`src/rtl/rx_frame_buffer.sv`:
```
`default_nettype none
// ============================================================================
// rx_frame_buffer : receive FIFO that exposes bytes only after a commit byte,
//                   with abort, inter-byte timeout and overflow rollback.
// Revision        : 1.0
// ============================================================================
module rx_frame_buffer #(
  parameter int         DEPTH       = 8,
  parameter int         AW          = 3,
  parameter logic [7:0] COMMIT_CODE = 8'hFF,
  parameter logic [7:0] ABORT_CODE  = 8'h1B,
  parameter int         TIMEOUT     = 50000
) (
  input  logic          clk,
  input  logic          rst,
  input  logic [7:0]    rx_data,
  input  logic          rx_valid,
  input  logic          rd_en,
  output logic [7:0]    rd_data,
  output logic          rd_empty,
  output logic [15:0]   disp_code,
  output logic          disp_update,
  output logic [AW:0]   frame_len,
  output logic          overflow,
  output logic          timeout_err
);

  localparam int CW = $clog2(TIMEOUT + 1);

  typedef enum logic [1:0] {
    S_IDLE    = 2'd0,
    S_COLLECT = 2'd1,
    S_DROP    = 2'd2
  } state_t;

  logic [7:0]    mem [DEPTH];

  state_t        state_q, state_d;
  logic          rx_valid_q;
  logic [AW:0]   wr_ptr_q, wr_ptr_d;
  logic [AW:0]   cm_ptr_q, cm_ptr_d;
  logic [AW:0]   rd_ptr_q, rd_ptr_d;
  logic [CW-1:0] tmo_cnt_q, tmo_cnt_d;
  logic [7:0]    last_q, last_d;
  logic [7:0]    prev_q, prev_d;
  logic [15:0]   disp_code_q, disp_code_d;
  logic [AW:0]   frame_len_q, frame_len_d;
  logic          overflow_q, overflow_d;
  logic          disp_update_q, disp_update_d;
  logic          timeout_err_q, timeout_err_d;

  logic          accept, full, empty, wr_en, is_commit, is_abort;

  always_comb begin
    accept        = rx_valid & ~rx_valid_q;
    full          = (wr_ptr_q - rd_ptr_q) == (AW+1)'(DEPTH);
    empty         = (rd_ptr_q == cm_ptr_q);
    is_commit     = (rx_data == COMMIT_CODE);
    is_abort      = (rx_data == ABORT_CODE);

    state_d       = state_q;
    wr_ptr_d      = wr_ptr_q;
    cm_ptr_d      = cm_ptr_q;
    rd_ptr_d      = rd_ptr_q;
    last_d        = last_q;
    prev_d        = prev_q;
    disp_code_d   = disp_code_q;
    frame_len_d   = frame_len_q;
    overflow_d    = overflow_q;
    disp_update_d = 1'b0;
    timeout_err_d = 1'b0;
    wr_en         = 1'b0;
    tmo_cnt_d     = (state_q == S_IDLE) ? '0 : tmo_cnt_q + 1'b1;

    if (accept) begin
      tmo_cnt_d = '0;
      if (is_abort) begin
        wr_ptr_d = cm_ptr_q;
        state_d  = S_IDLE;
      end else if (is_commit) begin
        case (state_q)
          S_COLLECT: begin
            cm_ptr_d      = wr_ptr_q;
            frame_len_d   = wr_ptr_q - cm_ptr_q;
            disp_code_d   = {prev_q, last_q};
            disp_update_d = 1'b1;
            state_d       = S_IDLE;
          end
          S_DROP: begin
            wr_ptr_d   = cm_ptr_q;
            overflow_d = 1'b1;
            state_d    = S_IDLE;
          end
          default: ;
        endcase
      end else if (state_q != S_DROP) begin
        if (full) begin
          state_d = S_DROP;
        end else begin
          wr_en    = 1'b1;
          wr_ptr_d = wr_ptr_q + 1'b1;
          state_d  = S_COLLECT;
          last_d   = rx_data;
          // The first byte of a frame has no predecessor, so the high half reads 00.
          prev_d   = (state_q == S_IDLE) ? 8'h00 : last_q;
        end
      end
    end else if (state_q != S_IDLE && tmo_cnt_q == CW'(TIMEOUT - 1)) begin
      wr_ptr_d      = cm_ptr_q;
      timeout_err_d = 1'b1;
      state_d       = S_IDLE;
      tmo_cnt_d     = '0;
      if (state_q == S_DROP) overflow_d = 1'b1;
    end

    if (rd_en && !empty) rd_ptr_d = rd_ptr_q + 1'b1;
  end

  always_ff @(posedge clk) begin
    if (rst) begin
      state_q       <= S_IDLE;
      rx_valid_q    <= 1'b0;
      wr_ptr_q      <= '0;
      cm_ptr_q      <= '0;
      rd_ptr_q      <= '0;
      tmo_cnt_q     <= '0;
      last_q        <= 8'h00;
      prev_q        <= 8'h00;
      disp_code_q   <= 16'h0000;
      frame_len_q   <= '0;
      overflow_q    <= 1'b0;
      disp_update_q <= 1'b0;
      timeout_err_q <= 1'b0;
    end else begin
      state_q       <= state_d;
      rx_valid_q    <= rx_valid;
      wr_ptr_q      <= wr_ptr_d;
      cm_ptr_q      <= cm_ptr_d;
      rd_ptr_q      <= rd_ptr_d;
      tmo_cnt_q     <= tmo_cnt_d;
      last_q        <= last_d;
      prev_q        <= prev_d;
      disp_code_q   <= disp_code_d;
      frame_len_q   <= frame_len_d;
      overflow_q    <= overflow_d;
      disp_update_q <= disp_update_d;
      timeout_err_q <= timeout_err_d;
    end
  end

  // Storage needs no reset: visibility is governed entirely by the pointers.
  always_ff @(posedge clk) begin
    if (wr_en) mem[wr_ptr_q[AW-1:0]] <= rx_data;
  end

  assign rd_data     = mem[rd_ptr_q[AW-1:0]];
  assign rd_empty    = empty;
  assign disp_code   = disp_code_q;
  assign disp_update = disp_update_q;
  assign frame_len   = frame_len_q;
  assign overflow    = overflow_q;
  assign timeout_err = timeout_err_q;

endmodule
`default_nettype wire

```
`config.mk`:
```
export PLATFORM = sky130hd
export DESIGN_NAME = rx_frame_buffer
export DESIGN_NICKNAME = d
export VERILOG_FILES = /design/src/rtl/rx_frame_buffer.sv
export SDC_FILE = /design/constraint.sdc
export NUM_CORES = 1
export LEC_CHECK = 0
export CAP_MARGIN = 0
export CORE_ASPECT_RATIO = 1.4
export CORE_UTILIZATION = 39
export CTS_CLUSTER_SIZE = 16
export DETAILED_ROUTE_END_ITERATION = 6
export DONT_BUFFER_PORTS = 1
export MAX_ROUTING_LAYER = met4
export PLACE_DENSITY = 0.54
export SLEW_MARGIN = 5
export SYNTH_ARGS = -nofsm -noshare
export SYNTH_HDL_FRONTEND = slang
export SYNTH_SLANG_ARGS = --single-unit
export TNS_END_PERCENT = 1
```
`constraint.sdc`:
```
create_clock -name clk -period 3.4 [get_ports clk]
set_input_delay 0.68 -clock clk [delete_from_list [all_inputs] [get_ports clk]]
set_output_delay 0.68 -clock clk [all_outputs]
set_load 0.1 [all_outputs]
```
* Word level (Yosys, flattened, before mapping)
Memory sizes are Yosys's and may differ from the RTL's. A register that Yosys moved wholly into a read port is not among the register bits. Cells that the tools add are included.
Word-level totals: register bits 70, RAM bits 64, bits of input ports 12, output and inout port bits 32, logic and storage cells 85, memories kept 1
Memory list:
- mem | words 8, width 8, read ports 1, clocked after Yosys merged registers in 1, wr ports 1, RTL line 36 | logic [7:0] mem [DEPTH];
Cells by class: $add $sub $neg 5, eq/ne operators 14, multiplexer cells 31, bitwise logic cells 6, reductions and logical operators 15
Operators by type and width (number):
- $mux W4 | 7
- $add A16 B1 Y16 const B | 1
- $eq A16 B16 Y1 const B | 1
- $mux W1 | 14
- $mux W2 | 7
- $add A4 B1 Y4 const B | 2
- $eq A8 B5 Y1 const B | 1
- $eq A8 B8 Y1 const B | 1
- $mux W8 | 1
- $ne A4 B2 Y1 const B | 2
- $reduce_and A4 Y1 | 2
- $reduce_or A4 Y1 | 2
- $sub A4 B4 Y4 | 2
- $mux W3 | 2
- $reduce_and A3 Y1 | 2
- $not A1 Y1 | 5
- $reduce_and A5 Y1 | 1
- $eq A4 B4 Y1 | 1
- $eq A4 B4 Y1 const B | 1
- $ne A2 B2 Y1 const B | 2
- $ne A4 B1 Y1 const B | 1
- $ne A4 B3 Y1 const B | 1
- $reduce_bool A2 Y1 | 2
- $reduce_or A2 Y1 | 2
- other kinds (7) | 8

* Longest topological paths before layout
depth in word-level cells 9, gate-level depth with buffers 10, gate-level depth less buffers 7

* Least setup slack after synthesis
OpenSTA, ideal clock, no wires.
kind register to output, from register cm_ptr_q[1], to output port rd_empty, arrival 3.461 ns, required time 2.720 ns, slack -0.741 ns, cell stages (with the launch flop) 3, path buffers 0, cells stage by stage dfxtp_1 xor2_1 nor4_1
Between the ends: cells in the longest elaborated chain, start to end 1
RTL lines:
- start: declaration | RTL line 41 | logic [AW:0] cm_ptr_q, cm_ptr_d;
- start signal: assignment | RTL line 138 | cm_ptr_q <= cm_ptr_d;
- $eq A4 B4 Y1 | RTL line 57 | empty = (rd_ptr_q == cm_ptr_q);
- end: declaration | RTL line 20 | output logic rd_empty,
No other way between the ends.

==> run_results.csv <==
group,metric,value,unit
run_status,status,"finished, final reports clean",
power,vdd_drop_max,274,µV
synth,ys.warnings.count,0,
placed_design,port-buffer-count,0,
clock_tree,cts.htree.levels,4,
timing,finalMaxSlewViolations,0,
die,core_area,14400,µm²
critical_path,rrSetupSlack,0.72,ns
die,start_util,0.398,
timing,final.setup.tns,0,ns
critical_path,cp-start-kind,"flop",
critical_path,cp-endpoint,"rd_data[4]",
critical_path,worstSetupPathType,"flop to output pin",
global_route,antenna_found_initial,0,
synth,ys_seq_area_frac,0.591,
power,swShare,0.231,
critical_path,timing.rr.end,"mem[4][1]",
clock_tree,clock_latency,0.41,ns
drt,drtAntennaViolNets,0,
synth,synth_fp_nets,516,
clock_tree,cts_buffers,17,
clock_tree,cts_tree,"done",
clock_tree,post-cts-setup-buffers,0,
power,power_frac_seq,0.498,
synth,synth.top_cell.area_share,0.336,
synth,yosys-top-cells-area,"edfxtp_1 34%, dfxtp_1 26%, mux4_2 6.3%",
synth,synth_area_per_cell,11.7,µm²
finish,area_growth_syn_to_layout,13.6,%
finish,nets,521,
critical_path,worstPathRequired,2.72,ns
synth,synth-seq-cells,137,
drt,drt_wl_total,12.5,mm
worst_hold_path,hold_path_class,"input pin to flop",
synth,post_synth_num_cell_types,49,
drt,via_count,3766,
clock_tree,postCtsHoldBufs,0,
placed_design,dp_cells,666,
drt,dr.pass1.iters,4,
critical_path,slowest_delay,0.83,ns
synth,synth_top_family_by_area,"simple AND/OR/NAND/NOR gates",
placed_design,gp_congestion,0.858,
die,die_y,145,µm
synth,synth_fa_ha_area_frac,0.0297,
synth,yosysTopAreaCell,"edfxtp_1",
power,powerDensity,545,nW/µm²
synth,synth_compound_area_frac,0.0909,
finish,fin_cells,698,
power,p_comb_frac,0.039,
timing,whs,0.348,ns
synth,yosys.area_share.simple,0.139,
timing,fin_crit,2.85,ns
flow_run,drv_cap,0,
global_route,grt-ovfl-total,0,
clock_tree,ctsResizeCount,0,
critical_path,cpMaxStageDelayCell,"dfxtp_1",
power,p_leak,2.13,nW
drt,drt_iter0_markers,229,
die,rows,52,
drt,drcViolationCount,0,
timing,max_clock_freq,351,MHz
clock_tree,ctsLongestPathBuffers,2,
finish,regArea,3380,µm²
die,dieWidth,104,µm
die,io-pin-count,44,
die,die-area,15200,µm²
critical_path,crit_chain,"mux4_2 > mux2_2",
critical_path,timing.rr.start,"wr_ptr_q[0]",
drt,routed_via_density,5.40,
timing,hold_violations,0,
timing,skew,0.00827,ns
synth,synth_edf_count,64,
finish,final_common_cell,"dfxtp_1",
timing,period_share,0.838,
critical_path,path_max_fanout,16,
critical_path,cp-end-kind,"output pin",
synth,synth_top_flop_cell,"dfxtp_1",
finish,antenna_cells,0,
synth,synth_area,5730,µm²
drt,wire_per_inst,18.0,µm
clock_tree,clkTransAtPathRegs,0.06,ns
critical_path,reg2reg_depth,8,
global_route,track_usage,0.178,
finish,multi_input_comb_area,2190,µm²
timing,setup_viol,0,
placed_design,hpwl,8.69,mm
synth,synthCells,491,
clock_tree,cts-root-buf,"clkbuf_16",
synth,synthMuxAreaShare,0.0804,
synth,async_flop_share,0,
power,intPower,2.73,mW
synth,synth-xor-area-share,0.0391,
timing,rsz0062_at_grt,"false",
global_route,grt_max_degree,58,
global_route,grt_pass1_wl,20.2,mm
finish,mostFrequentLayoutCells,"73 x dfxtp_1, 64 x edfxtp_1, 50 x nand2_1, 46 x a21oi_1, 33 x nor2_1",
critical_path,crit_arrival,2.17,ns
finish,drive_gt1_frac,0.141,
timing,tightest_slew,1.08,ns
finish,fill_cells,1342,
power,p_clk_frac,0.463,
global_route,grt_pass1_vias,3945,
clock_tree,cts.sinks,137,
power,netSwitchingPower,0.818,mW
timing,slew_headroom,0.281,
==> metal layers <==
metal	up-vias	track usage	routed length [µm]
met5	-	-	0
met4	0	0.0850	409
met3	29	0.0394	526
met2	78	0.306	6480
met1	1847	0.194	5130
li1	1812	-	-
==> metrics by stage <==
stage               worst slack (ns)  power (mW)   util  instance area [µm²]
floorplan                      0.383        1.92      -                 5730
global route                   0.434        3.67  0.453                 6510
detailed placement             0.741        1.94  0.416                 5980
global placement               0.781        1.94  0.416                 5980
CTS                            0.497        3.58  0.453                 6510
finish                         0.551        3.55  0.453                 6510
==> area by class of cell <==
| cell class | count | area share |
|---|---|---|
| clock buffer | 20 | 0.0671 |
| clock inverter | 12 | 0.0144 |
| inverter | 15 | 0.00865 |
| multi-input combinational | 310 | 0.336 |
| sequential | 137 | 0.520 |
| tap | 189 | 0.0363 |
| timing repair buffer | 15 | 0.0173 |
==> cells in the mapped netlist (9+ instances only) <==
cell type  number
inv_1          15
nor2_1         33
xor2_1         13
nor4_1         11
mux4_2         16
o21ai_0        24
nand4b_1        9
xnor2_1        10
ha_1           12
edfxtp_1       64
nand3_1        19
nand2_1        50
dfxtp_1        73
clkbuf_1       24
a21oi_1        46
==> critical path, delay by kind of cell (launching register included) <==
kind          cells  cell delay [ns]
flip-flops        1             0.83
multiplexers      2             0.93
==> cell families after synthesis <==
logic type | Yosys count
xor+xnor | 24
mux | 25
simple gates | 157
flops | 137
compound gates | 91
buf+inv | 44
fa+ha+maj | 13
==> state kept, by name, summed over array words and instances, names as in the netlist, named ones only <==
name and flops:
cm_ptr_q 4, disp_code 16, disp_update 1, frame_len 4
last_q 8, mem 64, overflow 1, prev_q 8
rd_ptr_q 4, rx_valid_q 1, state_q 2, timeout_err 1
tmo_cnt_q 16, wr_ptr_q 4
==> worst min-delay path by stage <==
stage	start	slack (ns)	endpoint	cells past startpoint
floorplan	prev_q[2]	0.43	disp_code[10]	2
global placement	prev_q[7]	0.44	disp_code[15]	2
detailed placement	prev_q[6]	0.45	disp_code[14]	2
CTS	rst	0.33	rd_ptr_q[0]	1
global route	rst	0.33	flop	1
finish	rst	0.35	rd_ptr_q[0]	1
==> power groups by stage <==
stage                     logic [mW]  registers, mW  clock network, mW
after global routing           0.150           1.77               1.75
after global placement         0.137           1.80                  0
after detailed placement       0.139           1.80                  0
after CTS                      0.140           1.77               1.68
final                          0.139           1.77               1.64
after floorplan                0.125           1.79                  0
No activity file was read; power rests on OpenSTA's default activity.
